### src/rtl/pwm_pkg.sv
// pwm_pkg: shared FSM state type and default sizing for pwm_ramp_ctrl
package pwm_pkg;
  typedef enum logic {IDLE, RAMP} state_t;
  localparam int DW_DEF = 8;
  localparam int PRE_MIN_DEF = 4;
  localparam int RATE_W = 3;
endpackage

### src/rtl/pwm_core.sv
// pwm_core: free-running PWM counter with registered duty comparator
// Ports: clk, rst_n (async active-low), ena (run/freeze), duty (compare value), pwm_out (registered waveform)
module pwm_core #(
  parameter int DW = 8
) (
  input  logic          clk,
  input  logic          rst_n,
  input  logic          ena,
  input  logic [DW-1:0] duty,
  output logic          pwm_out
);
  logic [DW-1:0] cnt_q, cnt_d;
  logic pwm_q, pwm_d;
  always_comb begin
    cnt_d = ena ? cnt_q + DW'(1) : cnt_q;
    pwm_d = ena && (cnt_q < duty);
  end
  always_ff @(posedge clk or negedge rst_n)
    if (!rst_n) begin
      cnt_q <= '0;
      pwm_q <= 1'b0;
    end else begin
      cnt_q <= cnt_d;
      pwm_q <= pwm_d;
    end
  assign pwm_out = pwm_q;
endmodule

### src/rtl/pwm_ramp_ctrl.sv
// pwm_ramp_ctrl: target-tracking PWM duty controller with optional soft-start ramp
// Ports: clk, rst_n (async active-low), ena (run/park), rate (ramp speed),
//   tgt_valid/tgt_duty/tgt_ready (target handshake), duty (applied duty), busy (ramping),
//   done (one-cycle pulse when duty reaches target), pwm_out (registered PWM)
// Build option: PWM_SOFTSTART_EN enables the prescaled 1-LSB ramp; otherwise targets apply immediately.
module pwm_ramp_ctrl
  import pwm_pkg::*;
#(
  parameter int DW      = DW_DEF,
  parameter int PRE_MIN = PRE_MIN_DEF
) (
  input  logic              clk,
  input  logic              rst_n,
  input  logic              ena,
  input  logic [RATE_W-1:0] rate,
  input  logic              tgt_valid,
  input  logic [DW-1:0]     tgt_duty,
  output logic              tgt_ready,
  output logic [DW-1:0]     duty,
  output logic              busy,
  output logic              done,
  output logic              pwm_out
);
  state_t state_q, state_d;
  logic [DW-1:0] duty_q, duty_d, tgt_q, tgt_d;
  logic done_q, done_d, acc;
  assign tgt_ready = ena && state_q == IDLE;
  assign acc = tgt_valid && tgt_ready;
`ifdef PWM_SOFTSTART_EN
  localparam int PW = (1 << RATE_W) - 1 + PRE_MIN;
  logic [PW-1:0] pre_q, pre_d, mask;
  logic tick;
  always_comb begin
    // tick when the low (rate+PRE_MIN) prescaler bits are all ones
    mask = ~({PW{1'b1}} << (rate + PRE_MIN));
    tick = (pre_q & mask) == mask;
    pre_d = ena ? pre_q + PW'(1) : pre_q;
    state_d = state_q;
    duty_d = duty_q;
    tgt_d = tgt_q;
    done_d = 1'b0;
    if (!ena) begin
      state_d = IDLE;
      tgt_d = duty_q;
    end else if (state_q == IDLE) begin
      if (acc) begin
        tgt_d = tgt_duty;
        state_d = tgt_duty != duty_q ? RAMP : IDLE;
        done_d = tgt_duty == duty_q;
      end
    end else if (tick) begin
      duty_d = duty_q < tgt_q ? duty_q + DW'(1) : duty_q - DW'(1);
      state_d = duty_d == tgt_q ? IDLE : RAMP;
      done_d = duty_d == tgt_q;
    end
  end
  always_ff @(posedge clk or negedge rst_n)
    if (!rst_n) pre_q <= '0;
    else pre_q <= pre_d;
  assign busy = state_q == RAMP;
`else
  always_comb begin
    state_d = IDLE;
    duty_d = acc ? tgt_duty : duty_q;
    tgt_d = !ena ? duty_q : acc ? tgt_duty : tgt_q;
    done_d = acc;
  end
  assign busy = 1'b0;
  logic unused_ok;
  assign unused_ok = ^{rate, tgt_q, PRE_MIN > 0};
`endif
  always_ff @(posedge clk or negedge rst_n)
    if (!rst_n) begin
      state_q <= IDLE;
      duty_q <= '0;
      tgt_q <= '0;
      done_q <= 1'b0;
    end else begin
      state_q <= state_d;
      duty_q <= duty_d;
      tgt_q <= tgt_d;
      done_q <= done_d;
    end
  assign duty = duty_q;
  assign done = done_q;
  pwm_core #(.DW(DW)) u_core (
    .clk(clk),
    .rst_n(rst_n),
    .ena(ena),
    .duty(duty_q),
    .pwm_out(pwm_out)
  );
endmodule

### config.mk
export PLATFORM = sky130hd
export DESIGN_NAME = pwm_ramp_ctrl
export DESIGN_NICKNAME = d
export VERILOG_FILES = /design/src/rtl/pwm_pkg.sv /design/src/rtl/pwm_core.sv /design/src/rtl/pwm_ramp_ctrl.sv
export SDC_FILE = /design/constraint.sdc
export NUM_CORES = 1
export LEC_CHECK = 0
export CAP_MARGIN = 15
export CORE_UTILIZATION = 30
export CTS_BUF_LIST = sky130_fd_sc_hd__clkbuf_16
export CTS_CLUSTER_DIAMETER = 80
export DETAILED_ROUTE_END_ITERATION = 10
export GPL_ROUTABILITY_DRIVEN = 0
export GPL_TIMING_DRIVEN = 1
export PLACE_DENSITY = 0.51
export SYNTH_ARGS = -nofsm -noshare
export SYNTH_HDL_FRONTEND = slang
export SYNTH_SLANG_ARGS = --single-unit
export TNS_END_PERCENT = 100
### constraint.sdc
create_clock -name clk -period 2.35 [get_ports clk]
set_input_delay 0.47 -clock clk [delete_from_list [all_inputs] [get_ports clk]]
set_output_delay 0.47 -clock clk [all_outputs]
set_load 0.01 [all_outputs]
; After elaboration in Yosys (flattened, before gate mapping)
; Index checks and enable logic that the tools add are counted.
[word_totals]
register_bits = 18
inputBits = 15
output_inout_bits = 12
[classes]
add_sub_neg = 1
order_cmp = 1
reduce_logical = 2
[op_table]
columns = cell, count
row1 = "adder 8 x 1 -> 8 bit, second input constant", 1
row2 = less-than comparator 8 bit, 1
row3 = logical AND 1 bit, 2

; Depth between registers and ports, before layout
; Gate-level depths: netlist (run 1).
[depth]
depth_word = 2
ltp_mapped = 5
mapped_depth_nobuf = 5

; Modules after synthesis
; Synthesis (run 1) repeated with hierarchy kept, for this count alone.
[hier_totals]
hier_cells = 72
area_unflattened_um2 = 945.9
[modules_own_cells]
columns = mod, instances, cells_each, area_per_inst_um2, seq_area_each_um2
row1 = pwm_core, 1, 50, 566.8, 225.2
row2 = pwm_ramp_ctrl, 1, 22, 379.1, 225.2

; Worst setup path before layout (run 1)
; Ideal clock, no wire load.
[synth_timing]
kind = reg2reg
start = register duty_q[3] (netlist: duty[3])
end = register u_core.pwm_q (netlist: u_core.pwm_out)
setup_ns = 0.094
t_arrival_ns = 1.283
required_time_ns = 2.256
path_slack_ns = 0.973
stages_incl_launch_ff = 6
path_buffers = 0
cell_sequence = dfrtp_1 -> inv_1 -> ha_1 -> a211oi_1 -> o21ai_1 -> a221oi_2
[synth_between]
elab_chain_cells = 2
[synth_rtl]
columns = item, line
row1 = start: declaration, pwm_ramp_ctrl.sv:25  ; logic [DW-1:0] duty_q, duty_d, tgt_q, tgt_d;
row2 = start signal: assignment, pwm_ramp_ctrl.sv:80  ; duty_q <= duty_d;
row3 = less-than comparator 8 bit, pwm_core.sv:16  ; pwm_d = ena && (cnt_q < duty);
row4 = logical AND 1 bit, pwm_core.sv:16
row5 = net u_core.pwm_d, pwm_core.sv:13  ; logic pwm_q, pwm_d;
row6 = end signal: assignment, pwm_core.sv:24  ; pwm_q <= pwm_d;
row7 = end: declaration, pwm_core.sv:13
; The timed path passes the listed nets, and every way through them passes these cells.
; A chain may end at the register's enable or synchronous reset.

; Worst setup path in the final report (run 1)
[layout_timing]
start = input port ena
end = output port tgt_ready
[layout_rtl]
columns = item, line
row1 = start: declaration, pwm_ramp_ctrl.sv:14  ; input logic ena,
row2 = end: declaration, pwm_ramp_ctrl.sv:18  ; output logic tgt_ready,
; No word-level cell between the ends.

==> flow_summary_export.csv, run 1 <==
group,metric,value,unit
grt,grt_usage,13.0,%
cts,tritoncts,"built",
route,routedWlPerCell,12.6,microns
timing,finalSetupViolCount,0,
route,antenna_left,0,
setup_path,critical_path_required,1.88,ns
logic_synthesis,ys_types,27,
setup_path,end_kind,"output port",
power,ir_drop,0.000403,V
setup_path,crit_path_max_incr_delay,0.53,ns
grt,grt_first_pass_wirelength,3.10,mm
hold_path,min_path_type,"flop to flop",
route,vias,655,
place,place_area,0.00114,sq mm
logic_synthesis,syn_inst,80,
cts,post_cts_buffers,0,
setup_path,crit_fanout,2,
timing,rsz0062_at_grt,"no",
run,cap_violations,0,
logic_synthesis,synth-seq-area-share,50.3,%
timing,hold_viol_final,0,
grt,grt_max_degree,19,
grt,grt_pass1_vias,670,
logic_synthesis,synth_top_area_share,50.3,%
grt,grt-ovfl-total,0,
layout,postLayoutCoreUtil,43.6,%
cts,clk_pin_slew_worst_paths,0.05,ns
logic_synthesis,synth_edf_count,0,
setup_path,rrSetupSlack,0.83,ns
setup_path,cp_num_buf_inv,2,
logic_synthesis,synth_area_leaders,"dfrtp_1, ha_1, nand3_1, o21ai_0, xnor2_1",
route,drt_iter0_markers,8,
power,power_density,954,mW/mm^2
setup_path,arrival,1.48,ns
route,avgViaCountPerCell,4.89,
layout,syn2layout_area_growth,35.5,%
cts,cts_htree_levels,1,
timing,skew,0.00164,ns
logic_synthesis,ys_top_cells_by_count,"dfrtp_1, ha_1, inv_1, nand3_1, o21ai_0",
logic_synthesis,synth.net_count,103,
grt,grt_antenna_before_repair,0,
cts,ctsHoldBuffers,0,
logic_synthesis,synth_ff_type,"dfrtp_1",
die,num_rows,19,
status,status,"finished clean",
setup_path,cp_cell_sequence,"clkdlybuf4s50_1 > clkdlybuf4s50_1",
cts,clock-sinks,18,
setup_path,cp-start-kind,"input pin",
cts,cts_made_buffers,3,
logic_synthesis,yosysMostFrequentCell,"dfrtp_1",
logic_synthesis,synth-async-reset-ratio,100,%
logic_synthesis,yosys.area.top_type,"dfrtp_1",
timing,max_freq,0.513,GHz
layout,final_cell_area,0.00121,sq mm
layout,layout-drive-gt1-share,8.74,%
power,p_leak,0.560,nW
logic_synthesis,syn_area_per_cell,11.2,sq um
route,dr.pass1.iters,3,
layout,layout.nets,128,
place,portBuffers,22,
timing,slew_violations,0,
cts,clockBufferDepth,2,
die,dieArea,0.00320,sq mm
route,routed_wirelength,1.68,mm
power,total_power,0.00116,W
layout,n_antenna_cell,0,
die,fp.dieW,56.6,microns
logic_synthesis,syn_area,895,sq um
cts,cts_root_buffer,"clkbuf_16",
die,dieHeight,56.6,microns
logic_synthesis,ys_ff_latch,18,
cts,clk_latency,0.25,ns
setup_path,cpMostUsedCell,"clkdlybuf4s50_1",
timing,min_period,1.95,ns
timing,fin_setup_tns,0,ns
die,io_pins,27,
cts,cts-resized-gates,0,
die,coreArea,0.00278,sq mm
route,drc,0,
setup_path,slowest_stage,"clkdlybuf4s50_1",
setup_path,crit_family,"buffers and inverters",
setup_path,criticalPathCategory,"input pin to output port",
place,hpwlAfterDp,1.27,mm
die,floorplan.initialDensity,32.2,%
timing,finalCritPeriodShare,83.0,%
logic_synthesis,ys_warn_count,0,
==> layout by cell type (no fill, tap or decap), drive strengths merged, types with 2 or more instances in the layout <==
master and count:
buf 2, clkbuf 3, clkdlybuf4s50 22, dfrtp 18, ha 8, inv 8, mux2 2, nand2 3
nand3 7, nand4 4, nor2 2, o21ai 8, xnor2 4, xor2 3
==> report_power, final <==
part / leakage, nW / switching [W] / total (W) / internal, W
sequential: 0.223 / 0.0000927 / 0.000487 / 0.000394
clock: 0.0370 / 0.000110 / 0.000334 / 0.000224
combinational: 0.301 / 0.000145 / 0.000335 / 0.000191
==> stage by stage <==
step / worst slack (ns) / instances / hold slack, ns
finish: 0.400 / 134 / 0.469
global route: 0.356 / 134 / 0.497
CTS: 0.389 / 134 / 0.477
detailed placement: 0.397 / 131 / 0.466
global placement: 0.396 / 131 / 0.463
floorplan: 0.973 / 80 / 0.174
==> metal layers <==
layer  routed length, microns  part of all wire, %  global-route usage (%)  up-vias
met2                      716                   43                    20.0       22
met1                      804                   48                    16.6      305
li1                         -                    -                       -      323
met5                        0                    0                       0        -
met4                       47                  2.8                    7.32        0
met3                      115                  6.8                    3.23        5
==> cells by family after synthesis <==
family	count (synthesis)	share of synthesized area (%)
and+or+nand+nor	19	11.9
DFF	18	50.3
AOI/OAI and AO/OA	13	9.93
buffers and inverters	12	6.85
adders and majority gates	8	11.2
xor gates and xnor gates	7	6.85
muxes	2	2.52
other	1	0.419
==> final cells by class <==
| type | count | area [sq um] |
|---|---|---|
| clock buffers | 3 | 75.1 |
| fillers | 301 | 1570 |
| inverters | 8 | 30.0 |
| multi-input cells | 50 | 383 |
| flip-flops and latches | 18 | 450 |
| well taps | 31 | 38.8 |
| repair buffers | 24 | 235 |
==> flip-flops by register name (all words and copies together), names as in the netlist <==
| signal | flops |
|---|---|
| duty | 8 |
| u_core.cnt_q | 8 |
| done | 1 |
| u_core.pwm_out | 1 |
==> final timing paths <==
check | start | endpoint | cells past startpoint
min | u_core.cnt_q[7] | u_core.cnt_q[7] | 1
max reg2reg | u_core.cnt_q[3] | u_core.pwm_out | 4
max | ena | tgt_ready | 2
max in group asynchronous | rst_n | duty[4] | 2
min reg2reg | u_core.cnt_q[7] | u_core.cnt_q[7] | 1
min in group asynchronous | rst_n | u_core.cnt_q[3] | 2
Power figures use the tool's default switching activity.
==> run 2, diff against run 1 <==
PLACE_DENSITY = 0.53   (was 0.51)
clock period = 1.7 ns   (was 2.35 ns; I/O delays follow)
==> flow_summary_export.csv, run 2 (synthesis gave the netlist of run 1 again) <==
group,metric,value,unit
status,status,"finished clean",
layout,final_common_cell,"clkdlybuf4s50_1",
route,drt_iter0_markers,11,
setup_path,cp-start-kind,"flop",
setup_path,slowest_stage,"dfrtp_1",
die,dieHeight,56.6,microns
setup_path,criticalPathCategory,"flop to flop",
grt,grt_first_pass_wirelength,3.02,mm
cts,post_cts_buffers,0,
route,drc,0,
hold_path,min_path_type,"input pin to async pin",
setup_path,crit_path_max_incr_delay,0.45,ns
timing,skew,0.00421,ns
timing,finalCritPeriodShare,88.1,%
setup_path,critical_path_required,1.85,ns
layout,fillers,277,
die,fp.dieW,56.6,microns
timing,fin_setup_tns,0,ns
setup_path,arrival,1.65,ns
place,hpwlAfterDp,1.27,mm
setup_path,cp_num_buf_inv,0,
cts,clk_latency,0.25,ns
setup_path,end_kind,"flop",
cts,tritoncts,"built",
timing,hold_viol_final,0,
cts,clockBufferDepth,2,
power,p_leak,0.576,nW
timing,max_freq,0.668,GHz
route,avgViaCountPerCell,4.73,
cts,clock-sinks,18,
route,routedWlPerCell,12.4,microns
place,portBuffers,22,
cts,cts_made_buffers,3,
die,io_pins,27,
timing,finalSetupViolCount,0,
setup_path,crit_family,"compound AO/OA/AOI/OAI gates",
setup_path,cp_cell_sequence,"ha_1 > a211oi_1 > o21ai_1 > a221oi_2",
timing,rsz0062_at_grt,"no",
grt,grt_antenna_before_repair,0,
route,routed_wirelength,1.68,mm
cts,cts_root_buffer,"clkbuf_16",
layout,syn2layout_area_growth,37.1,%
route,vias,643,
timing,slew_violations,0,
route,dr.pass1.iters,4,
setup_path,crit_fanout,6,
power,power_density,1320,mW/mm^2
grt,grt_pass1_vias,687,
die,coreArea,0.00278,sq mm
layout,layout-drive-gt1-share,9.52,%
cts,cts_htree_levels,1,
cts,clk_pin_slew_worst_paths,0.05,ns
grt,grt_max_degree,19,
grt,grt_usage,12.3,%
run,cap_violations,0,
power,ir_drop,0.000655,V
layout,final_cell_mix,"clkdlybuf4s50_1, dfrtp_1, ha_1",
route,antenna_left,0,
die,num_rows,19,
grt,grt-ovfl-total,0,
layout,n_antenna_cell,0,
layout,layout.nets,129,
die,dieArea,0.00320,sq mm
die,floorplan.initialDensity,32.2,%
timing,whs,0.419,ns
layout,postLayoutCoreUtil,44.1,%
timing,min_period,1.50,ns
-- run 2: stage by stage --
stage               std cells  setup slack [ns]  power (W)  instance area (sq um)
floorplan                  80             0.323   0.000966                    895
global placement          132           0.00284    0.00114                   1140
detailed placement        132           0.00868    0.00116                   1140
CTS                       136           0.00494    0.00164                   1220
global route              136             0.113    0.00173                   1230
finish                    136             0.203    0.00162                   1230
-- run 2: path summary, 6_finish.rpt --
check                                  end       startpoint  slack, ns  depth (start not counted)
setup / recovery            u_core.pwm_out  u_core.cnt_q[3]       0.20                          4
hold / removal             u_core.cnt_q[4]            rst_n       0.42                          2
setup reg to reg            u_core.pwm_out  u_core.cnt_q[3]       0.20                          4
hold reg to reg            u_core.cnt_q[7]  u_core.cnt_q[7]       0.48                          1
max in group asynchronous          duty[3]            rst_n       1.08                          2
min in group clk           u_core.cnt_q[7]  u_core.cnt_q[7]       0.48                          1
-- run 2: layout make-up --
class,instances,area (sq um),share of cell area [%]
clock inverter,1,3.75,0.306
timing repair buffer,25,245,20.0
tap,31,38.8,3.16
sequential,18,450,36.7
multi-input combinational,50,383,31.2
inverter,8,30.0,2.45
clock buffer,3,75.1,6.12
-- run 2: where the power goes --
group          internal [W]  switching, W  leakage (nW)
combinational      0.000265      0.000202         0.315
sequential         0.000545      0.000133         0.223
clock              0.000313      0.000164        0.0385
-- run 2: what timing repair did --
action,CTS,global route
endpoints found under the setup margin,0,1
gates resized for setup,0,1
hold buffers,0,0
-- run 2: worst register-to-register path: stages (launching register included) --
cell	delay, ns
dfrtp_1	0.45
ha_1	0.32
a211oi_1	0.22
o21ai_1	0.11
a221oi_2	0.30
-- run 2: per-layer routing --
metal / global-route usage (%) / up-vias / routed length, microns
met5: 0 / - / 0
met3: 2.07 / 2 / 70
met4: 4.18 / 0 / 20
met1: 16.3 / 300 / 813
li1: - / 326 / -
met2: 20.2 / 15 / 776
